**src/rtl/alu_share_arbiter.sv**
```systemverilog
// Round-robin arbiter sharing one external combinational ALU between two requesters.
// Accept in IDLE, drive the ALU for one EXEC cycle, then hold a registered response until consumed.
module alu_share_arbiter #(
  parameter int unsigned DATA_WIDTH       = 32,
  parameter int unsigned ALUControl_WIDTH = 3
) (
  input  logic                        CLK,
  input  logic                        RST,
  input  logic                        req0_valid,
  output logic                        req0_ready,
  input  logic [DATA_WIDTH-1:0]       req0_srca,
  input  logic [DATA_WIDTH-1:0]       req0_srcb,
  input  logic [ALUControl_WIDTH-1:0] req0_ctrl,
  input  logic                        req1_valid,
  output logic                        req1_ready,
  input  logic [DATA_WIDTH-1:0]       req1_srca,
  input  logic [DATA_WIDTH-1:0]       req1_srcb,
  input  logic [ALUControl_WIDTH-1:0] req1_ctrl,
  output logic                        rsp0_valid,
  input  logic                        rsp0_ready,
  output logic                        rsp1_valid,
  input  logic                        rsp1_ready,
  output logic [DATA_WIDTH-1:0]       rsp_data,
  output logic                        rsp_zero,
  output logic [DATA_WIDTH-1:0]       alu_srca,
  output logic [DATA_WIDTH-1:0]       alu_srcb,
  output logic [ALUControl_WIDTH-1:0] alu_ctrl,
  input  logic [DATA_WIDTH-1:0]       alu_out,
  input  logic                        alu_zero,
  output logic                        busy
);

  typedef enum logic [1:0] {IDLE, EXEC, RESP} state_t;

  state_t                      state, state_next;
  logic                        grant, load, capture;
  logic                        last_grant, owner;
  logic [DATA_WIDTH-1:0]       op_a, op_b;
  logic [ALUControl_WIDTH-1:0] op_ctrl;

  always_ff @(posedge CLK or negedge RST) begin
    if (!RST) state <= IDLE;
    else      state <= state_next;
  end

  // Grant is only meaningful in IDLE; on contention the requester not granted last time wins.
  always_comb begin
    state_next = state;
    grant      = 1'b0;
    load       = 1'b0;
    capture    = 1'b0;
    req0_ready = 1'b0;
    req1_ready = 1'b0;
    case (state)
      IDLE: begin
        grant      = (req0_valid && req1_valid) ? ~last_grant : req1_valid;
        req0_ready = req0_valid && !grant;
        req1_ready = req1_valid && grant;
        if (req0_valid || req1_valid) begin
          load       = 1'b1;
          state_next = EXEC;
        end
      end
      EXEC: begin
        capture    = 1'b1;
        state_next = RESP;
      end
      RESP: begin
        if ((!owner && rsp0_ready) || (owner && rsp1_ready)) state_next = IDLE;
      end
      default: state_next = IDLE;
    endcase
  end

  always_ff @(posedge CLK or negedge RST) begin
    if (!RST) begin
      last_grant <= 1'b1;
      owner      <= 1'b0;
      op_a       <= '0;
      op_b       <= '0;
      op_ctrl    <= '0;
      rsp_data   <= '0;
      rsp_zero   <= 1'b0;
      rsp0_valid <= 1'b0;
      rsp1_valid <= 1'b0;
      busy       <= 1'b0;
    end else begin
      if (load) begin
        owner      <= grant;
        last_grant <= grant;
        op_a       <= grant ? req1_srca : req0_srca;
        op_b       <= grant ? req1_srcb : req0_srcb;
        op_ctrl    <= grant ? req1_ctrl : req0_ctrl;
      end
      if (capture) begin
        rsp_data <= alu_out;
        rsp_zero <= alu_zero;
      end
      // owner is already settled by the EXEC cycle, so it selects the response lane here.
      rsp0_valid <= (state_next == RESP) && !owner;
      rsp1_valid <= (state_next == RESP) && owner;
      busy       <= (state_next != IDLE);
    end
  end

  assign alu_srca = op_a;
  assign alu_srcb = op_b;
  assign alu_ctrl = op_ctrl;

endmodule

```
**config.mk**
```make
export PLATFORM = sky130hd
export DESIGN_NAME = alu_share_arbiter
export DESIGN_NICKNAME = d
export VERILOG_FILES = /design/src/rtl/alu_share_arbiter.sv
export SDC_FILE = /design/constraint.sdc
export NUM_CORES = 1
export LEC_CHECK = 0
export ABC_AREA = 1
export CAP_MARGIN = 20
export CORE_UTILIZATION = 44
export DETAILED_ROUTE_END_ITERATION = 7
export GPL_TIMING_DRIVEN = 1
export PLACE_DENSITY = 0.87
export SETUP_SLACK_MARGIN = 0.05
export SLEW_MARGIN = 40
export SYNTH_ARGS = -nofsm -noshare
export SYNTH_HDL_FRONTEND = slang
export SYNTH_SLANG_ARGS = --single-unit
```
**constraint.sdc**
```tcl
create_clock -name CLK -period 2.06 [get_ports CLK]
set_input_delay 0.412 -clock CLK [delete_from_list [all_inputs] [get_ports CLK]]
set_output_delay 0.412 -clock CLK [all_outputs]
set_load 0.005 [all_outputs]
```
==> results.py, run 1 <==
metrics = {
    "run_status": {
        "outcome": "finished clean",
    },
    "placement": {
        "hpwl_um": 12100,
        "dpl.cell_count": 1160,
        "io_buffers": 277,
        "gp_congestion": 0.845,
    },
    "detailed_routing": {
        "detail-route-antenna-nets": 0,
        "dr_wl_met3_um": 1540,
        "viasPerCell": 4.94,
        "drc_errors": 0,
        "routed_wl_um": 17400,
        "wl_met1_um": 6680,
        "routed-wl-met2_um": 8610,
        "drt_first_pass_iters": 5,
        "vias": 5824,
        "routedWlPerCell_um": 14.7,
        "drt_iter0_drc": 447,
        "maxUsedRoutingLayer": "met4",
    },
    "worst_setup_path": {
        "path_depth": 8,
        "cpMostUsedCell": "buf_4",
        "reg2reg_slack_ns": 0.28,
        "path_max_fanout": 43,
        "startpoint": "state[0]",
        "r2r-start": "state[0]",
        "worstPathArrival_ns": 2.07,
        "critPathKind": "register to register",
        "cp.required_ns": 2.35,
        "cp-start-kind": "register",
        "end_kind": "register",
        "crit_family": "buffers and inverters",
        "crit_buf_inv": 4,
        "r2r_cells": 8,
        "worstReg2RegEnd": "alu_srcb[15]",
        "worst_path_largest_cell_delay_ns": 0.44,
        "crit_path_cell_trace": "nor2_8 > buf_4 > buf_6 > o21ai_4 > inv_2 > buf_4 > nand3_1 > nand2_1",
        "crit_end": "alu_srcb[15]",
        "crit_slowest_cell": "dfrtp_2",
    },
    "power_and_ir_drop": {
        "finalPower_uw": 11600,
        "ir_drop_uv": 639,
        "cellPowerDensity_mw_per_mm2": 1320,
        "leakage_uw": 0.00458,
    },
    "logic_synthesis": {
        "synthXorXnorAreaFrac_pct": 0,
        "syn_inst": 750,
        "synth_top_family_by_area": "simple AND/OR/NAND/NOR gates",
        "synth_area_leaders": "dfrtp_1 48%, nand2_1 19%, inv_1 9.4%",
        "yosysWarningCount": 0,
        "yosys.area.top_type": "dfrtp_1",
        "synth.distinct_cells": 18,
        "ys_seq_area_share_pct": 48.7,
        "synthAdderAreaFrac_pct": 0,
        "syn_area_sq_mm": 0.00551,
        "syn_avg_cell_area_sq_um": 7.34,
        "synth_seq_cells": 107,
        "synth_compound_area_share_pct": 0.614,
        "muxShareOfSynthArea_pct": 0,
        "synth_top_area_share_pct": 48.2,
        "synth_simple_gate_area_share_pct": 36.1,
        "synth_fp_nets": 923,
    },
    "floorplanning": {
        "core_sq_mm": 0.0121,
        "fp.dieW_um": 114,
        "die_y_um": 114,
        "fp.dieArea_sq_mm": 0.0130,
        "io_pins": 278,
        "rows": 40,
        "start_util_pct": 45.5,
    },
    "cts": {
        "cts_root_buf": "clkbuf_16",
        "insertion_delay_ns": 0.34,
        "cts_tree": "built",
        "clkSinkCount": 107,
        "clk_pin_slew_worst_paths_ns": 0.08,
        "h-tree-depth": 3,
        "numCtsBuffers": 9,
        "clockBufferDepth": 2,
    },
    "global_routing": {
        "grt_pass1_vias": 5511,
        "grt.overflow.total": 0,
        "grt_pass1_wl_um": 27400,
        "grt_max_degree": 63,
        "grt_usage_pct": 27.1,
        "antenna_found_initial": 1,
    },
    "final_layout": {
        "num_antenna_cells": 0,
        "fillers": 964,
        "finalNonFillerCells": 1179,
        "layout_common_cells": "272 x clkdlybuf4s50_1, 271 x nand2_1, 138 x inv_1",
        "layout-drive-gt1-share_pct": 4.75,
        "nets": 1179,
        "layout_commonest_cell": "clkdlybuf4s50_1",
        "syn_to_final_growth_pct": 58.7,
    },
    "sta": {
        "final-max-slew-violation-count": 0,
        "min_period_ns": 1.78,
        "skew_ns": 0.0104,
        "max_freq_mhz": 563,
        "hold_viol": 0,
        "min_period_over_period_pct": 86.3,
        "fin_tns_setup_ns": 0,
        "slew_headroom_pct": 52.9,
        "rsz0062_at_grt": "no",
        "tightest_slew_ns": 0.705,
        "setup-violations-final": 0,
    },
    "job": {
        "drv_cap": 0,
    },
    "min_path": {
        "hold_path_class": "register to register",
    },
}
-- state kept, by name (all words and copies together), names as in the netlist --
signal / flops
alu_ctrl: 3
alu_srca: 32
alu_srcb: 32
busy: 1
last_grant: 1
owner: 1
rsp0_valid: 1
rsp1_valid: 1
rsp_data: 32
rsp_zero: 1
state: 2
-- synth_stat cells (all sizes together) --
cell type / count
a21oi: 3
dfstp: 1
dfrtp: 106
nor2: 1
nand4: 68
nand3: 102
buf: 45
nand2: 273
inv: 140
o21ai: 3
clkbuf: 8
-- kinds of logic after synthesis --
logic type             Yosys count
AO/OA/AOI/OAI                    6
buffers and inverters          193
AND/OR/NAND/NOR                444
flip-flops                     107
-- layer usage --
layer  global-route usage, %  up-vias
li1                        -     2831
met1                    31.3     2693
met2                    47.4      263
met3                    7.23       37
met4                    11.3        0
met5                       0        -
-- worst min path at each step --
stage	startpoint	to	slack, ns	cells past startpoint
detailed placement	RST	rsp_zero	0.33	1
CTS	owner	rsp0_valid	0.46	1
global placement	RST	rsp_data[11]	0.33	1
floorplan	RST	alu_ctrl[0]	0.12	0
finish	owner	rsp0_valid	0.46	1
global route	rsp_data[28]	rsp_data[28]	0.48	2
-- power by group --
part           total (uW)  switching, uW  internal (uW)
Clock                1780            794            988
Combinational        6000           2980           3020
Sequential           3770            600           3170
Total               11600           4370           7190
-- layout make-up --
class,count,area (sq um),area share (%)
Multi-Input combinational cell,450,2030,23.3
Clock buffer,10,239,2.73
Tap cell,168,210,2.41
Timing Repair Buffer,298,2980,34.1
Clock inverter,6,71.3,0.816
Inverter,140,526,6.01
Sequential cell,107,2680,30.7
-- metrics by stage --
step	instance area, sq um	hold WS (ns)	util [%]	setup WS, ns
global route	8740	0.482	72.1	0.161
CTS	8730	0.458	72.1	0.0347
detailed placement	8400	0.327	69.3	-0.125
global placement	8400	0.328	69.3	-0.111
floorplan	5510	0.116	-	0.646
finish	8740	0.463	72.1	0.283
-- what timing repair did --
item	in CTS	in global routing
hold endpoints to repair	21	0
hold buffers	1	0
resized for setup	4	2
setup buffers	2	0
pin swaps	1	0
setup endpoints to repair	2	6
Power figures use the tool's default switching activity.
==> inputs of run 2 (changes only) <==
- CTS_CLUSTER_DIAMETER: not set -> 120
==> results of run 2 <==
Final layout, timing and power as in run 1 (identical DEF).
==> inputs of run 3 (changes only) <==
- CORE_MARGIN: not set -> 2
==> run 3 against run 2 <==
Cell area decreased by 0.87%; clock power shrank 8%; global-route usage fell by 0.55 points; total power shrank 1.8%; die area rose by 3.5%.
==> results.py, run 3 (synthesis gave the netlist of run 1 again) <==
metrics = {
    "power_and_ir_drop": {
        "clkPwrFrac_pct": 14.4,
        "intPower_uw": 7040,
        "combPwrFrac_pct": 52.4,
        "leakage_uw": 0.00454,
        "p_seq_share_pct": 33.2,
        "ir_drop_uv": 643,
        "switching_share_pct": 37.9,
        "finalPower_uw": 11300,
        "cellPowerDensity_mw_per_mm2": 1310,
        "p_switching_uw": 4310,
    },
    "final_layout": {
        "stdcell_area_sq_mm": 0.00866,
        "syn_to_final_growth_pct": 57.3,
        "finalNonFillerCells": 1177,
        "layout_common_cells": "272 x clkdlybuf4s50_1, 271 x nand2_1, 138 x inv_1",
        "post-route-util_pct": 71.5,
        "layout-drive-gt1-share_pct": 4.36,
        "nets": 1177,
        "layout_commonest_cell": "clkdlybuf4s50_1",
        "num_antenna_cells": 0,
    },
    "sta": {
        "skew_ns": 0.00598,
        "min_period_over_period_pct": 85.1,
        "setup-violations-final": 0,
        "slew_headroom_pct": 51.4,
        "rsz0062_at_grt": "no",
        "max_freq_mhz": 570,
        "tightest_slew_ns": 0.729,
        "hold_viol": 0,
        "min_period_ns": 1.75,
        "final-max-slew-violation-count": 0,
    },
    "worst_setup_path": {
        "end_kind": "output port",
        "worst_path_largest_cell_delay_ns": 0.44,
        "r2r-start": "state[1]",
        "cp.required_ns": 1.65,
        "crit_family": "flip-flops",
        "critPathKind": "register to output port",
        "crit_buf_inv": 1,
        "worstPathArrival_ns": 1.34,
        "crit_path_cell_trace": "nor2_8 > nand2_1 > a21oi_1 > dlygate4sd2_1",
        "crit_slowest_cell": "dfrtp_2",
        "path_max_fanout": 4,
        "cp-start-kind": "register",
        "startpoint": "state[1]",
    },
    "floorplanning": {
        "io_pins": 278,
        "die_y_um": 116,
        "fp.dieArea_sq_mm": 0.0134,
        "fp.dieW_um": 116,
        "start_util_pct": 45.5,
        "core_sq_mm": 0.0121,
        "rows": 40,
    },
    "detailed_routing": {
        "viasPerCell": 4.95,
        "drt_iter0_drc": 445,
        "drt_first_pass_iters": 5,
        "drc_errors": 0,
        "detail-route-antenna-nets": 0,
        "vias": 5823,
        "wl_met1_um": 6920,
        "routed_wl_um": 17700,
        "maxUsedRoutingLayer": "met4",
        "dr_wl_met3_um": 1500,
        "routedWlPerCell_um": 15.0,
        "routed-wl-met2_um": 8710,
    },
    "placement": {
        "postPlaceCellArea_sq_mm": 0.00837,
        "gp_congestion": 0.818,
        "hpwl_um": 12400,
        "dpl.cell_count": 1160,
        "io_buffers": 277,
    },
    "global_routing": {
        "grt_pass1_vias": 5641,
        "grt.overflow.total": 0,
        "grt_pass1_wl_um": 27800,
        "grt_max_degree": 68,
        "grt_usage_pct": 26.5,
        "antenna_found_initial": 0,
    },
    "cts": {
        "cts_tree": "built",
        "clk_pin_slew_worst_paths_ns": 0.07,
        "numCtsBuffers": 9,
        "cts_root_buf": "clkbuf_16",
        "h-tree-depth": 3,
        "clockBufferDepth": 2,
        "insertion_delay_ns": 0.34,
        "clkSinkCount": 107,
    },
    "job": {
        "drv_cap": 0,
    },
    "min_path": {
        "hold_path_class": "input pin to asynchronous set/reset pin",
    },
    "run_status": {
        "outcome": "finished clean",
    },
}
run 3: cell types whose count changed in the layout (fill, tap and decap cells not counted), sizes merged:
cell / before / now
bufinv: 1 / 0
buf: 22 / 21
dlygate4sd3: 1 / 0
inv: 142 / 141
clkbuf: 10 / 13
clkinvlp: 2 / 1
run 3: cell type report:
cell class	count	area [sq um]
Multi-Input combinational cell	450	2030
Inverter	140	526
Tap cell	168	210
Timing Repair Buffer	296	2930
Clock buffer	13	260
Fill cell	1018	3450
Clock inverter	3	21.3
Sequential cell	107	2680
run 3: power by group through the flow:
stage / registers (uW) / logic, uW / clock network, uW
final: 3770 / 5940 / 1630
after global routing: 3900 / 6600 / 1760
after CTS: 3780 / 6010 / 1670
after detailed placement: 3780 / 5990 / 0
after global placement: 3760 / 5840 / 0
after floorplan: 3810 / 2730 / 0
run 3: routing by layer:
layer | track usage, % | vias up
li1 | - | 2834
met1 | 32.2 | 2684
met2 | 44.4 | 261
met3 | 6.96 | 44
met4 | 12.0 | 0
met5 | 0 | -
run 3: final timing paths:
kind	end	slack [ns]	cells past startpoint
worst max-delay path	req0_ready	0.31	4
worst min-delay path	rsp_data[31]	0.06	2
worst max register to register	alu_srca[9]	0.36	7
worst min register to register	rsp0_valid	0.45	1
max in group asynchronous	last_grant	1.53	2
min in group CLK	rsp0_valid	0.45	1
run 3: metrics by stage:
stage | setup slack (ns) | TNS, ns | hold WS (ns)
global route | 0.222 | 0 | 0.0809
CTS | 0.0161 | 0 | 0.0743
floorplan | 0.646 | 0 | 0.116
detailed placement | -0.113 | -4.57 | 0.444
global placement | -0.0863 | -2.09 | 0.439
finish | 0.307 | 0 | 0.0624
run 3: worst reg2reg max path: stages, from the launching register on:
cell and delay, ns:
dfrtp_2 0.44, nor2_8 0.14, buf_4 0.35, o21ai_4 0.12, inv_2 0.10, buf_12 0.26
nand3_1 0.15, nand2_1 0.08
run 3: timing repair:
action,in CTS,in global routing
buffers inserted,1,0
resized for setup,3,1
hold buffers,0,0
pin swaps,0,0
hold endpoints to repair,0,0
setup endpoints to repair,2,1
